<file path="src/rtl/fifo_side_ptr.sv">
// One side of an asynchronous FIFO pointer pair: binary/Gray pointer with wrap bit, remote
// pointer synchroniser, registered full/empty, almost flag, occupancy and sticky misuse error.
module fifo_side_ptr #(
   parameter int unsigned ADDR_W      = 4,
   parameter bit          IS_WRITE    = 1'b1,
   parameter int unsigned SYNC_STAGES = 2,
   parameter int unsigned ALMOST_TH   = 2
) (
   input  logic              clk_i,
   input  logic              rst_i,
   input  logic              inc_en_i,
   input  logic [ADDR_W:0]   remote_gray_i,
   output logic              inc_ok_o,
   output logic [ADDR_W-1:0] bin_ptr_o,
   output logic [ADDR_W:0]   gray_ptr_o,
   output logic              flag_o,
   output logic              almost_o,
   output logic [ADDR_W:0]   level_o,
   output logic              err_o
);

   localparam int unsigned     Depth      = 1 << ADDR_W;
   localparam logic [ADDR_W:0] AlmostFull = (ADDR_W+1)'(Depth - ALMOST_TH);
   localparam logic [ADDR_W:0] AlmostTh   = (ADDR_W+1)'(ALMOST_TH);

   logic [ADDR_W:0] bin_q, bin_d;
   logic [ADDR_W:0] gray_q, gray_d;
   logic [ADDR_W:0] level_q, level_d;
   logic            flag_q, flag_d;
   logic            almost_q, almost_d;
   logic            err_q, err_d;
   logic [ADDR_W:0] sync_q [SYNC_STAGES];
   logic [ADDR_W:0] rsync;
   logic [ADDR_W:0] rbin;
   logic [ADDR_W:0] full_gray;

   function automatic logic [ADDR_W:0] gray2bin(input logic [ADDR_W:0] g);
      logic [ADDR_W:0] b;
      b[ADDR_W] = g[ADDR_W];
      for (int i = int'(ADDR_W) - 1; i >= 0; i--) begin
         b[i] = b[i+1] ^ g[i];
      end
      return b;
   endfunction

   assign rsync     = sync_q[SYNC_STAGES-1];
   assign rbin      = gray2bin(rsync);
   // Full when the pointers differ only in the two MSBs of their Gray codes.
   assign full_gray = {~rsync[ADDR_W:ADDR_W-1], rsync[ADDR_W-2:0]};

   assign inc_ok_o = inc_en_i & ~flag_q & ~rst_i;

   always_comb begin
      bin_d  = bin_q + {{ADDR_W{1'b0}}, inc_ok_o};
      gray_d = bin_d ^ (bin_d >> 1);
      err_d  = err_q | (inc_en_i & flag_q);
      if (IS_WRITE) begin
         flag_d   = (gray_d == full_gray);
         level_d  = bin_d - rbin;
         almost_d = (level_d >= AlmostFull);
      end else begin
         flag_d   = (gray_d == rsync);
         level_d  = rbin - bin_d;
         almost_d = (level_d <= AlmostTh);
      end
   end

   always_ff @(posedge clk_i) begin
      if (rst_i) begin
         for (int unsigned i = 0; i < SYNC_STAGES; i++) begin
            sync_q[i] <= '0;
         end
      end else begin
         sync_q[0] <= remote_gray_i;
         for (int unsigned i = 1; i < SYNC_STAGES; i++) begin
            sync_q[i] <= sync_q[i-1];
         end
      end
   end

   // Read side comes out of reset empty, write side not full.
   always_ff @(posedge clk_i) begin
      if (rst_i) begin
         bin_q    <= '0;
         gray_q   <= '0;
         level_q  <= '0;
         flag_q   <= ~IS_WRITE;
         almost_q <= ~IS_WRITE;
         err_q    <= 1'b0;
      end else begin
         bin_q    <= bin_d;
         gray_q   <= gray_d;
         level_q  <= level_d;
         flag_q   <= flag_d;
         almost_q <= almost_d;
         err_q    <= err_d;
      end
   end

   assign bin_ptr_o  = bin_q[ADDR_W-1:0];
   assign gray_ptr_o = gray_q;
   assign flag_o     = flag_q;
   assign almost_o   = almost_q;
   assign level_o    = level_q;
   assign err_o      = err_q;

endmodule

</file>
<file path="config.mk">
export PLATFORM = sky130hd
export DESIGN_NAME = fifo_side_ptr
export DESIGN_NICKNAME = d
export VERILOG_FILES = /design/src/rtl/fifo_side_ptr.sv
export SDC_FILE = /design/constraint.sdc
export NUM_CORES = 1
export LEC_CHECK = 0
export ABC_AREA = 1
export ABC_CLOCK_PERIOD_IN_PS = 2600
export CAP_MARGIN = 40
export CORE_MARGIN = 1.5
export CORE_UTILIZATION = 40
export CTS_BUF_LIST = sky130_fd_sc_hd__clkbuf_4
export CTS_CLUSTER_SIZE = 24
export DETAILED_ROUTE_END_ITERATION = 8
export PLACE_DENSITY = 0.75
export SLEW_MARGIN = 25
export SYNTH_ARGS = -nofsm -noshare
export SYNTH_HDL_FRONTEND = slang
export SYNTH_SLANG_ARGS = --single-unit
</file>
<file path="constraint.sdc">
create_clock -name clk_i -period 2.6 [get_ports clk_i]
set_input_delay 0.39 -clock clk_i [delete_from_list [all_inputs] [get_ports clk_i]]
set_output_delay 0.39 -clock clk_i [all_outputs]
set_load 0.02 [all_outputs]
</file>
# Word level (Yosys, flattened, before mapping)
# Memories as Yosys holds them, arrays and structs flattened.
# Cells that the tools add are included.
dict set report op_classes {
  addsub 2
  mux 5
  n_bitwise 14
  order_cmp 1
  n_eq_ne 1
}
# operator count
set op_table {}
lappend op_table {{$mux 5} 2}
lappend op_table {{$add 5x1->5} 1}
lappend op_table {{$eq 5x5->1} 1}
lappend op_table {{$ge 5x4->1 const B} 1}
lappend op_table {{$sub 5x5->5} 1}
lappend op_table {{$xor 5x4->5} 1}
lappend op_table {{$xor 1x1->1} 4}
lappend op_table {{$and 1x1->1} 3}
lappend op_table {{$mux 1} 3}
lappend op_table {{$or 1x1->1} 3}
lappend op_table {{$not 1->1} 2}
lappend op_table {{$not 2->2} 1}
dict set report totals {
  word_cells 30
  out_inout_bits 18
  n_memories 1
  register_bits 18
  ram_bits 10
  inputBits 8
}
# memory words word_bits rd rd_ports_with_merged_regs write_ports line_no
set memory_table {}
lappend memory_table {sync_q 2 5 2 0 2 32} ;# logic [ADDR_W:0] sync_q [SYNC_STAGES];

# Depth between registers and ports, before layout
# Gate-level depths: netlist (run 1).
dict set report logic_depth {
  ltp_word 6
  mapped_depth 16
  mapped_depth_nobuf 15
}

# Worst setup path before layout (run 1)
# OpenSTA, ideal clock, no wires.
dict set report synth_path {
  path_type {input port to flip-flop}
  from {input rst_i}
  to {register almost_q, in the netlist almost_o}
  cell_stages 14
  required_ns 2.487
  setup_time_ns 0.113
  t_arrival_ns 2.530
  setup_slack_ns -0.043
  cell_sequence {clkbuf_1 > inv_1 > nand2_1 > nor2_1 > ha_1 > inv_1 > nand2_1 > nand2_1 > fa_1 > nor2_1 > a211oi_1 > or2_1 > nand3_2 > nand2_1}
}
dict set report synth_via {
  elab_chain_len 5
}
# element line_no
set synth_rtl {}
lappend synth_rtl {{from (decl)} 10} ;# input logic rst_i,
lappend synth_rtl {{$not 1->1} 51} ;# assign inc_ok_o = inc_en_i & ~flag_q & ~rst_i;
lappend synth_rtl {{$and 1x1->1} 51}
lappend synth_rtl {{named net inc_ok_o} 13} ;# output logic inc_ok_o,
lappend synth_rtl {{$add 5x1->5} 54} ;# bin_d = bin_q + {{ADDR_W{1'b0}}, inc_ok_o};
lappend synth_rtl {{$sub 5x5->5} 59} ;# level_d = bin_d - rbin;
lappend synth_rtl {{$ge 5x4->1} 60} ;# almost_d = (level_d >= AlmostFull);
lappend synth_rtl {{to (signal assigned)} 88} ;# almost_q <= ~IS_WRITE;
lappend synth_rtl {{to (signal assigned)} 95} ;# almost_q <= almost_d;
lappend synth_rtl {{to (decl)} 30} ;# logic almost_q, almost_d;
# The timed path passes the listed nets, and every way through them passes these cells.
# A chain may end at the register's enable or synchronous reset.

# Worst setup path after layout (run 1)
dict set report layout_path {
  from {input rst_i}
  to {register almost_q, in the netlist almost_o}
}
dict set report layout_via {
  elab_chain_len 5
}
# element line_no
set layout_rtl {}
lappend layout_rtl {{$not 1->1} 51}
lappend layout_rtl {{$and 1x1->1} 51}
lappend layout_rtl {{$add 5x1->5} 54}
lappend layout_rtl {{named net bin_d[0]} 26} ;# logic [ADDR_W:0] bin_q, bin_d;
lappend layout_rtl {{$sub 5x5->5} 59}
lappend layout_rtl {{$ge 5x4->1} 60}
# The timed path passes the listed nets, and every way through them passes these cells.

==> results of run 1 <==
path summary, 6_finish.rpt:
kind / from / to / slack (ps)
setup reg to reg: sync_q[0][9]$_SDFF_PP0_ / almost_o$_SDFF_PP0_ / 220
hold / removal: sync_q[0][1]$_SDFF_PP0_ / sync_q[0][6]$_SDFF_PP0_ / 410
setup / recovery: rst_i / almost_o$_SDFF_PP0_ / 180
hold reg to reg: sync_q[0][1]$_SDFF_PP0_ / sync_q[0][6]$_SDFF_PP0_ / 410
per-stage QoR:
step | utilization [%] | area [µm²] | setup TNS, ps
after floorplan | - | 1260 | 0
after global routing | 56.4 | 1710 | 0
after CTS | 55.5 | 1680 | 0
final | 56.4 | 1710 | 0
after detailed placement | 54.5 | 1650 | -522
after global placement | 54.5 | 1650 | -334
what timing repair did:
action                     4_1_cts  5_1_grt
setup endpoints to repair        0        3
setup buffers                    0        0
gates resized for setup          0        6
hold buffers                     0        0
layer usage:
layer  up-vias  GRT usage (%)  share of wire [%]
met4         0           8.44                2.4
met3         5           2.18                2.5
li1        604              -                  -
met1       520           21.5                 48
met2        24           26.5                 47
met5         -              0                  0
power groups by stage:
stage | Clock [mW] | Combinational, mW | Sequential [mW]
after floorplan | 0 | 0.0940 | 0.490
after global placement | 0 | 0.214 | 0.463
after detailed placement | 0 | 0.215 | 0.464
after CTS | 0.198 | 0.216 | 0.455
after global routing | 0.214 | 0.247 | 0.458
final | 0.191 | 0.219 | 0.455
flip-flops by register name, summed over array words and instances (netlist names):
register / flops
almost_o: 1
bin_q: 5
err_o: 1
flag_o: 1
gray_ptr_o: 4
level_o: 5
sync_q: 10
cell families (layout without fill, tap and decap cells):
family / after synthesis / in the layout / synth area share (%)
compound gates: 8 / 8 / 3.38
flops: 27 / 27 / 42.9
xor+xnor: 4 / 4 / 2.78
simple gates: 92 / 92 / 31.9
fa+ha+maj: 8 / 8 / 8.55
buf+inv: 33 / 72 / 10.4
cell type report:
| class | instances | area, µm² |
|---|---|---|
| fillers | 285 | 1320 |
| multi-input cells | 112 | 619 |
| flip-flops and latches | 27 | 541 |
| repair buffers | 39 | 355 |
| inverters | 29 | 109 |
| well taps | 44 | 55.1 |
| clock buffers | 4 | 30.0 |
worst min-delay path: cells and delay by family, from the launching register on:
family                 cells  cell delay [ps]
AND/OR/NAND/NOR            1               30
buffers and inverters      1               40
flip-flops                 1              320
placed cells by master, fill, tap and decap left out, drive strengths merged:
cell	count
nand3b	1
o21ai	1
inv	29
clkdlybuf4s50	25
nor2	24
nand3	16
ha	7
xor2	2
or2	2
buf	14
nand2	46
fa	1
a211oi	1
clkbuf	4
nand4	3
xnor2	2
a21oi	6
dfxtp	27
==> results.md, run 1 <==
- The clock net in this run drives a total of 27 sinks.
- Setup repair after global routing left no endpoint under its margin.
- STA puts the critical path data required time at 2840 ps.
- The cell total after placement is 251.
- The count of endpoints failing hold in the final timing report is 0.
- Setup violations remaining at the end of the flow were counted as 0.
- The clock reaches the later pin of the worst-skew pair after 330 ps.
- Internal power comes to 0.622 mW.
- The leakage power is 0.798 nW.
- The net count of the finished layout is 228.
- The number of nets with antenna violations after routing is 0.
- The actual transition at the worst max-transition pin is 313 ps.
- The tree is rooted in a sky130_fd_sc_hd__clkbuf_4.
- Sorting the synthesized cells by how often they occur yields sky130_fd_sc_hd__nand2_1, sky130_fd_sc_hd__inv_1, sky130_fd_sc_hd__dfxtp_1.
- In the finished design, the share of the clock period the worst path needs comes to 93.1%.
- The area enclosed by the die boundary is 3490 µm².
- The number of clock buffers inserted by TritonCTS is 3.
- IR analysis of the VDD net gives a maximum drop of 0.225 mV.
- After synthesis, the mean cell area works out to 7.32 µm².
- STA classifies the critical path startpoint as an input pin.
- The count of state elements after synthesis is 27.
- Dividing the detail-routed wire length by the instance count gives 9.89 µm.
- The worst setup path is captured at a flip-flop.
- Max-cap violations in this run came to 0.
- Traced cell by cell, the critical path runs through clkdlybuf4s50_1 > inv_1 > nand2_1 > nor2_4 > ha_1 > inv_1 > ha_1 > fa_1 > nor2_1 > a211oi_2 > or2_1 > nand3_2 > nand2_1.
- The run finished with clean final reports.
- The net switching fraction of the power is 28.1%.
- The path depth of the worst reg2reg path is 15.
- The pin count of the biggest net entering global routing is 25.
- The number of vias after detailed routing is 1153.
- The total DRC errors in the routed layout is 0.
- The power density over cell area is 506 nW/µm².
- The async set or reset register ratio after synthesis is 0%.
- The setup slack after layout is 180 ps.
- The number of antenna violations at the first check in global routing came to 0.
- The first routing iteration left 42 violations.
- The routability congestion estimate from global placement is 0.860.
- The post-synth design cell area is 1260 µm².
- Global routing used 16.5% of the available tracks across all layers.
- The die width is 59.1 µm.
- Summed over all nets, the switching power comes to 0.243 mW.
- Counting every net in the synthesized netlist gives 188.
- The count of buffering cells on the critical path with inverters included is 3.
- The share of final-layout standard cells stronger than drive strength 1 is 12.8%.
- Counting flops with a built-in enable in the synthesized netlist gives 0.
- The initial standard-cell utilization of the core is 41.6%.
- CTS built an H-tree with a depth of 1.
- The most used flip-flop cell after synthesis is sky130_fd_sc_hd__dfxtp_1.
- The first global-routing pass estimated 4300 µm of wire.
- Summed over its instances, the top area cell type makes up 42.9% of the synthesized netlist area.
- The largest single stage delay on the critical path is 470 ps.
- The worst slack at placement is -209 ps.
- The number of warnings issued by yosys is 0.
- The die is 59.1 µm tall.
- The global route total overflow is 0.
- The clock passes through at most 2 buffers.
- The count of antenna diodes in the layout is 0.
- The number of global-route vias before repair was 1012.
- Sequential cells were found to cover 42.9% of the synthesized design area.
- Yosys attributes the largest share of cell area to sky130_fd_sc_hd__dfxtp_1, sky130_fd_sc_hd__nand2_1, sky130_fd_sc_hd__inv_1.
- The average vias per placed instance is 4.52.
- The core area is 3030 µm².
- The sequential group share of total power is 52.6%.
- By instance count, the leading cell after synthesis is sky130_fd_sc_hd__nand2_1.
- The area added between synthesis and finish is 35.8%.
- The synthesized design spends more area on one cell type than any other, namely sky130_fd_sc_hd__dfxtp_1.
- In this run the tightest slew margin relative to its limit is 79.1%.
- The number of cells produced by synthesis is 172.
- The row count is 20.
- Summed over all nets, the half-perimeter wirelength after detailed placement is 1960 µm.
- On the final layout, the worst clock skew is 5.55 ps.
- Counting buffers and inverters, the worst setup path is 13 cells deep.
- For this run, the top clock speed supported by timing is 413 MHz.
- In this run, the clock network consumes 22.1% of the power.
- The routed design has 2520 µm of wire.
- The final max-slew violation count came to 0.
- The classification of the worst-slack hold path is flip-flop to flip-flop.
- TritonCTS built the clock tree.
- Subtracting the final worst setup slack from the clock period gives 2420 ps.
- Among all stages on the critical path, the largest delay is contributed by sky130_fd_sc_hd__clkdlybuf4s50_1.
- The critical path arrival is 2660 ps.
- The worst setup path is of the input pin to flip-flop kind.
- The maximum net fanout on the critical path is 3.
- In this run the count of I/O pins placed on the die edge is 26.
- The share of total power dissipated in combinational logic is 25.3%.
- The worst hold slack is 409 ps.
- The sum of internal, switching and leakage power is 0.865 mW.
- Once layout is complete, the cells apart from fillers number 255.
- The number of buffers added on ports is 25.
- The cell family contributing the most delay on the critical path is adder cells.
- Before antenna repair, the detailed router went through 4 iterations.
- The worst hold path was traced through 2 stages.
- The clock input transition at the sequential cells of the worst setup and hold paths is 140 ps.
- The netlist uses 21 different library cells.
No activity file was read; power rests on OpenSTA's default activity.
==> run 2: changes to the inputs <==
- PLACE_DENSITY: 0.75 -> not set
- PLACE_DENSITY_LB_ADDON: not set -> 0.12
==> run 2 against run 1 <==
  * Routed wire length rose by 2.3%
  * Core utilization fell by 1.2 points
  * Largest cell class unchanged
  * Critical endpoint unchanged
  * Clock skew fell by 3.4 ps
  * Global-route usage rose by 0.34 points
  * Largest power group unchanged
  * Highest routed layer unchanged
  * Clock power fell by 4%
==> results.md, run 2 (synthesis gave the netlist of run 1 again) <==
- The cell total after placement was 250 (was 251).
- The largest voltage drop on the vdd net was 0.241 mV (was 0.225 mV).
- The initial detailed-routing violation count was 27 (was 42).
- The pin count of the biggest net entering global routing came to 25 (unchanged).
- The count of buffering cells on the critical path with inverters included was 1 (was 3).
- The power density over cell area came to 510 nW/µm² (was 506 nW/µm²).
- The hold buffer count at CTS is 0 (unchanged).
- The cell type of the slowest stage on the worst timing path is sky130_fd_sc_hd__fa_1 (was sky130_fd_sc_hd__clkdlybuf4s50_1).
- Crit path cell chain: xnor2_1 > or2_4 > nand3_1 > nand2_2 > nand2_1 > nand2_1 > inv_1 > ha_1 > fa_1 > nor2_1 > a211oi_1 > or2_1 > nand3_2 > nand2_1 (was clkdlybuf4s50_1 > inv_1 > nand2_1 > nor2_4 > ha_1 > inv_1 > ha_1 > fa_1 > nor2_1 > a211oi_2 > or2_1 > nand3_2 > nand2_1).
- Setup repair after global routing missed its margin: no (unchanged).
- The number of nets at the end of the flow is 227 (was 228).
- The number of antenna violations at the first check in global routing was 0 (unchanged).
- The estimated wirelength of the detail-placed design is 2080 µm (was 1960 µm).
- The core area is 3030 µm² (unchanged).
- The overall routing resource usage is 16.8% (was 16.5%).
- The number of nets with antenna violations after routing is 0 (unchanged).
- The area added between synthesis and finish is 32.8% (was 35.8%).
- The critical path class is flip-flop to flip-flop (was input pin to flip-flop).
- The share of final-layout standard cells stronger than drive strength 1 is 11.4% (was 12.8%).
- The most frequent standard cell in the layout excluding fill and tap cells is sky130_fd_sc_hd__nand2_1 (unchanged).
- The routability congestion estimate from global placement is 0.878 (was 0.860).
- The clock latency on the worst-skew pair is 330 ps (about the same).
- The share of the clock period used by the worst path after layout was 91.1% (was 93.1%).
- The area enclosed by the die boundary was 3490 µm² (unchanged).
- The flip-flop count of the largest register, all copies and words added is 10 (unchanged).
- The count of buffers added by post-CTS timing repair for setup is 0 (unchanged).
- The TritonCTS clock tree is built (unchanged).
- The worst relative slew slack is 78.4% (was 79.1%).
- Status: finished clean (unchanged).
- The row count is 20 (unchanged).
- The critical path arrival was 2610 ps (was 2660 ps).
- The number of clock buffers inserted by TritonCTS is 3 (unchanged).
- The clock input transition at the sequential cells of the worst setup and hold paths is 140 ps (about the same).
- The number of detailed-route iterations in the first pass is 4 (unchanged).
- The number of buffers added on ports was 25 (unchanged).
- The quantity of gates resized following cts is 0 (unchanged).
- The total DRC errors in the routed layout was 0 (unchanged).
- The number of setup violations in the final report was 0 (unchanged).
- The worst slack at placement is -175 ps (was -209 ps).
- The minimum period implied by the final worst setup slack is 2370 ps (was 2420 ps).
- The required time reported for the critical path endpoint came to 2850 ps (was 2840 ps).
- The height of the die was 59.1 µm (unchanged).
- The total wirelength of the detailed-routed design is 2580 µm (was 2520 µm).
- The count of antenna diodes in the layout is 0 (unchanged).
- The setup slack after layout is 233 ps (was 180 ps).
- The sum of internal, switching and leakage power came to 0.852 mW (was 0.865 mW).
- The final max-slew violation count came to 0 (unchanged).
- The classification of the worst-slack hold path is flip-flop to flip-flop (unchanged).
- The number of global-route vias before repair came to 1003 (was 1012).
- The number of H-tree levels is 1 (unchanged).
- The layout filler cell count came to 295 (was 285).
- The worst clock skew on the final layout was 2.17 ps (was 5.55 ps).
- The delay contributed by the slowest stage of the critical path is 410 ps (was 470 ps).
- The die width came to 59.1 µm (unchanged).
- The post-route core utilization is 55.2% (was 56.4%).
- The critical path startpoint category is a flip-flop (was input pin).
- The initial standard-cell utilization of the core is 41.6% (unchanged).
- The leakage power is 0.787 nW (was 0.798 nW).
- The maximum net fanout on the critical path came to 3 (unchanged).
- The global-route wire length before repair is 4370 µm (was 4300 µm).
- The category of the worst setup path capture point is a flip-flop (unchanged).
- The post-layout instance count excluding filler cells is 254 (was 255).
- The number of primary I/O pins is 26 (unchanged).
- The actual transition at the worst max-transition pin is 323 ps (was 313 ps).
- The number of vias after detailed routing is 1122 (was 1153).
- The cell family contributing the most delay on the critical path was simple AND/OR/NAND/NOR gates (was adder cells).
- The number of buffers on the longest clock path was 2 (unchanged).
- The maximum operating frequency came to 422 MHz (was 413 MHz).
- The final setup TNS is 0 ps (unchanged).
- The count of max-cap constraint violations is 0 (unchanged).
- The global route total overflow is 0 (unchanged).
- The register with the highest flop count is sync_q (unchanged).
- The per-cell routed wire length is 10.2 µm (was 9.89 µm).
- Top library cells by usage in the layout, fill and taps aside: sky130_fd_sc_hd__nand2_1, sky130_fd_sc_hd__inv_1, sky130_fd_sc_hd__dfxtp_1, sky130_fd_sc_hd__clkdlybuf4s50_1, sky130_fd_sc_hd__nor2_1 (unchanged).
- The library cell appearing most often on the critical path is sky130_fd_sc_hd__nand2_1.
- The count of endpoints failing hold in the final timing report is 0 (unchanged).
- The clock sink count is 27 (unchanged).
- The root cell of the clock tree is sky130_fd_sc_hd__clkbuf_4 (unchanged).
- The average vias per placed instance is 4.42 (was 4.52).
[run 2: power by group]
| group | switching (mW) | internal (mW) | total, mW | leakage [nW] |
|---|---|---|---|---|
| sequential | 0.0122 | 0.443 | 0.455 | 0.222 |
| clock | 0.125 | 0.0579 | 0.183 | 0.0177 |
| combinational | 0.109 | 0.105 | 0.214 | 0.548 |
| total | 0.247 | 0.605 | 0.852 | 0.787 |
[run 2: final timing paths]
path | startpoint | endpoint | slack, ps | cells after the start
worst max-delay path | sync_q[0][9]$_SDFF_PP0_ | almost_o$_SDFF_PP0_ | 230 | 14
worst min-delay path | sync_q[0][2]$_SDFF_PP0_ | sync_q[0][7]$_SDFF_PP0_ | 410 | 2
worst max register to register | sync_q[0][9]$_SDFF_PP0_ | almost_o$_SDFF_PP0_ | 230 | 14
worst min register to register | sync_q[0][2]$_SDFF_PP0_ | sync_q[0][7]$_SDFF_PP0_ | 410 | 2
[run 2: cell type report]
class	instances	area, µm²	area share, %
Clock buffer	3	22.5	1.35
Clock inverter	1	5.00	0.299
Inverter	29	109	6.51
Multi-Input combinational cell	112	592	35.4
Sequential cell	27	541	32.3
Tap cell	44	55.1	3.29
Timing Repair Buffer	38	348	20.8
[run 2: routing by layer]
metal | global-route usage, % | vias to the layer above | wire, µm
li1 | - | 601 | -
met1 | 23.1 | 482 | 1180
met2 | 24.9 | 34 | 1170
met3 | 2.62 | 5 | 178
met4 | 9.74 | 0 | 51
met5 | 0 | - | 0
[run 2: worst min-delay path, stage by stage, from the launching register on]
cell	delay (ps)
sky130_fd_sc_hd__dfxtp_1	320
sky130_fd_sc_hd__inv_1	40
sky130_fd_sc_hd__nor2_1	30
[run 2: stage by stage]
step	hold slack, ps	instance area [µm²]
global route	436	1670
floorplan	388	1260
finish	411	1670
detailed placement	393	1640
global placement	390	1640
CTS	413	1670
==> run 3: changes to the inputs <==
- CORE_MARGIN: 1.5 -> not set
==> run 3 against run 2 <==
  * Sequential cell count unchanged
  * Setup slack worse by 77 ps
  * Combinational power up 2%
  * First-iteration DRC count up 22%
  * Critical path type is now input pin to flip-flop
  * Largest cell class unchanged
==> results.md, run 3 (synthesis gave the netlist of run 1 again) <==
- The library cell appearing most often on the critical path is sky130_fd_sc_hd__nand2_1 (unchanged).
- The critical path startpoint category is an input pin (was flip-flop).
- The number of nets at the end of the flow came to 226 (was 227).
- The TritonCTS clock tree is built (unchanged).
- The area added between synthesis and finish is 32.2% (was 32.8%).
- The leakage power is 0.783 nW (was 0.787 nW).
- The number of detailed-route iterations in the first pass is 4 (unchanged).
- The final max-slew violation count is 0 (unchanged).
- The estimated wirelength of the detail-placed design is 2000 µm (was 2080 µm).
- The area occupied by multi-input gates is 592 µm² (unchanged).
- The count of max-cap constraint violations is 0 (unchanged).
- The startpoint of the worst-slack reg-to-reg timing path was sync_q[0][9]$_SDFF_PP0_ (unchanged).
- The initial detailed-routing violation count came to 33 (was 27).
- The critical path startpoint is rst_i (was sync_q[0][9]$_SDFF_PP0_).
- The number of clock buffers inserted by TritonCTS is 3 (unchanged).
- The critical path class was input pin to flip-flop (was flip-flop to flip-flop).
- The post-route core utilization is 57.9% (was 55.2%).
- The actual transition at the worst max-transition pin is 310 ps (was 323 ps).
- The cell family contributing the most delay on the critical path is simple AND/OR/NAND/NOR gates (unchanged).
- The critical path arrival is 2690 ps (was 2610 ps).
- The row count is 19 (was 20).
- The classification of the worst-slack hold path is flip-flop to flip-flop (unchanged).
- The number of antenna violations at the first check in global routing came to 0 (unchanged).
- The core area is 2880 µm² (was 3030 µm²).
- Setup repair after global routing missed its margin: no (unchanged).
- The worst clock skew on the final layout is 7.07 ps (was 2.17 ps).
- The worst slack at placement is -253 ps (was -175 ps).
- The number of nets with antenna violations after routing was 0 (unchanged).
- The count of antenna diodes in the layout was 0 (unchanged).
- The global-route wire length before repair is 4290 µm (was 4370 µm).
- The total wirelength of the detailed-routed design is 2590 µm (was 2580 µm).
- The die width is 58.1 µm (was 59.1 µm).
- The register with the highest flop count is sync_q (unchanged).
- Status: finished clean (unchanged).
- The number of vias after detailed routing is 1155 (was 1122).
- The number of primary I/O pins is 26 (unchanged).
- The overall routing resource usage is 16.7% (was 16.8%).
- The required time reported for the critical path endpoint is 2840 ps (was 2850 ps).
- The post-layout instance count excluding filler cells is 251 (was 254).
- The most frequent standard cell in the layout excluding fill and tap cells is sky130_fd_sc_hd__nand2_1 (unchanged).
- Top library cells by usage in the layout, fill and taps aside: sky130_fd_sc_hd__nand2_1, sky130_fd_sc_hd__inv_1, sky130_fd_sc_hd__dfxtp_1, sky130_fd_sc_hd__clkdlybuf4s50_1, sky130_fd_sc_hd__nor2_1 (unchanged).
- The final instance area came to 1660 µm² (was 1670 µm²).
- The count of buffering cells on the critical path with inverters included is 3 (was 1).
- The delay contributed by the slowest stage of the critical path came to 450 ps (was 410 ps).
- The flip-flop count of the largest register, all copies and words added is 10 (unchanged).
- The global route total overflow is 0 (unchanged).
- The origin of the worst min-delay path is sync_q[0][3]$_SDFF_PP0_ (was sync_q[0][2]$_SDFF_PP0_).
- The initial standard-cell utilization of the core is 43.8% (was 41.6%).
- The largest voltage drop on the vdd net is 0.334 mV (was 0.241 mV).
- The height of the die came to 58.1 µm (was 59.1 µm).
- The count of endpoints failing hold in the final timing report was 0 (unchanged).
- The minimum period implied by the final worst setup slack is 2440 ps (was 2370 ps).
- The total DRC errors in the routed layout is 0 (unchanged).
- The category of the worst setup path capture point is a flip-flop (unchanged).
- The setup slack after layout was 156 ps (was 233 ps).
- Crit path cell chain: clkdlybuf4s50_1 > inv_1 > nand2_1 > nor2_2 > ha_2 > inv_1 > nand2_1 > nand2_1 > fa_1 > nor2_1 > a211oi_1 > or2_1 > nand3_2 > nand2_1 (was xnor2_1 > or2_4 > nand3_1 > nand2_2 > nand2_1 > nand2_1 > inv_1 > ha_1 > fa_1 > nor2_1 > a211oi_1 > or2_1 > nand3_2 > nand2_1).
- The share of final-layout standard cells stronger than drive strength 1 was 11.0% (was 11.4%).
- The number of buffers added on ports is 25 (unchanged).
- The worst relative slew slack is 79.3% (was 78.4%).
- The clock latency on the worst-skew pair is 330 ps (about the same).
- The share of the clock period used by the worst path after layout is 94.0% (was 91.1%).
- The maximum operating frequency came to 409 MHz (was 422 MHz).
- The number of global-route vias before repair is 995 (was 1003).
- The layout filler cell count was 255 (was 295).
- The combined flip-flop and latch cell area came to 541 µm² (unchanged).
- The clock sink count was 27 (unchanged).
- The sum of internal, switching and leakage power was 0.863 mW (was 0.852 mW).
- The cell type of the slowest stage on the worst timing path was sky130_fd_sc_hd__fa_1 (unchanged).
- The pin count of the biggest net entering global routing is 25 (unchanged).
- The cell total after placement was 247 (was 250).
- The number of buffers on the longest clock path came to 2 (unchanged).
- The per-cell routed wire length came to 10.3 µm (was 10.2 µm).
- The average vias per placed instance was 4.60 (was 4.42).
- The instance area after placement was 1630 µm² (was 1640 µm²).
- The number of setup violations in the final report is 0 (unchanged).
- The power density over cell area is 519 nW/µm² (was 510 nW/µm²).
- The routability congestion estimate from global placement is 0.849 (was 0.878).
- The root cell of the clock tree is sky130_fd_sc_hd__clkbuf_4 (unchanged).
- The maximum net fanout on the critical path came to 6 (was 3).
- The clock input transition at the sequential cells of the worst setup and hold paths is 140 ps (about the same).
- The number of H-tree levels is 1 (unchanged).
- The area enclosed by the die boundary came to 3380 µm² (was 3490 µm²).
==> run 3: changes by cell type in the layout (fill, tap and decap cells not counted), sizes merged <==
cell,change
buf,-1
clkbuf,+1
clkinv,-1
==> run 3: worst paths after layout <==
kind                                                 to  slack (ps)  depth (start not counted)
worst max-delay path                almost_o$_SDFF_PP0_         160                         14
worst min-delay path            sync_q[0][8]$_SDFF_PP0_         410                          2
worst max register to register      almost_o$_SDFF_PP0_         180                         14
worst min register to register  sync_q[0][8]$_SDFF_PP0_         410                          2
==> run 3: layer usage <==
metal	wire length, µm	vias up	global-route usage (%)
met5	0	-	0
met4	53	0	9.18
met3	174	6	2.46
met2	1110	40	25.6
met1	1250	511	22.7
li1	-	598	-
==> run 3: repair_timing <==
action,4_1_cts,5_1_grt
resized for setup,0,2
buffers inserted,0,0
setup endpoints to repair,0,3
hold buffers,0,0
==> run 3: where the power goes <==
part,total [mW],switching (mW),internal (mW)
combinational,0.218,0.113,0.104
sequential,0.453,0.0105,0.443
clock,0.192,0.122,0.0706
==> run 3: final cells by class <==
| cell class | instances | share of cell area (%) |
|---|---|---|
| multi-input combinational | 112 | 35.6 |
| sequential | 27 | 32.5 |
| timing repair buffer | 37 | 20.5 |
| inverter | 29 | 6.54 |
| tap | 42 | 3.16 |
| clock buffer | 4 | 1.80 |
==> run 3: through the flow <==
step / hold slack, ps / setup TNS, ps
global route: 427 / 0
finish: 411 / 0
detailed placement: 393 / -642
global placement: 389 / -441
CTS: 412 / 0
floorplan: 388 / 0
==> run 3: worst min-delay path, stage by stage (launching register included) <==
cell	delay (ps)
sky130_fd_sc_hd__dfxtp_1	320
sky130_fd_sc_hd__inv_1	40
sky130_fd_sc_hd__nor2_1	30
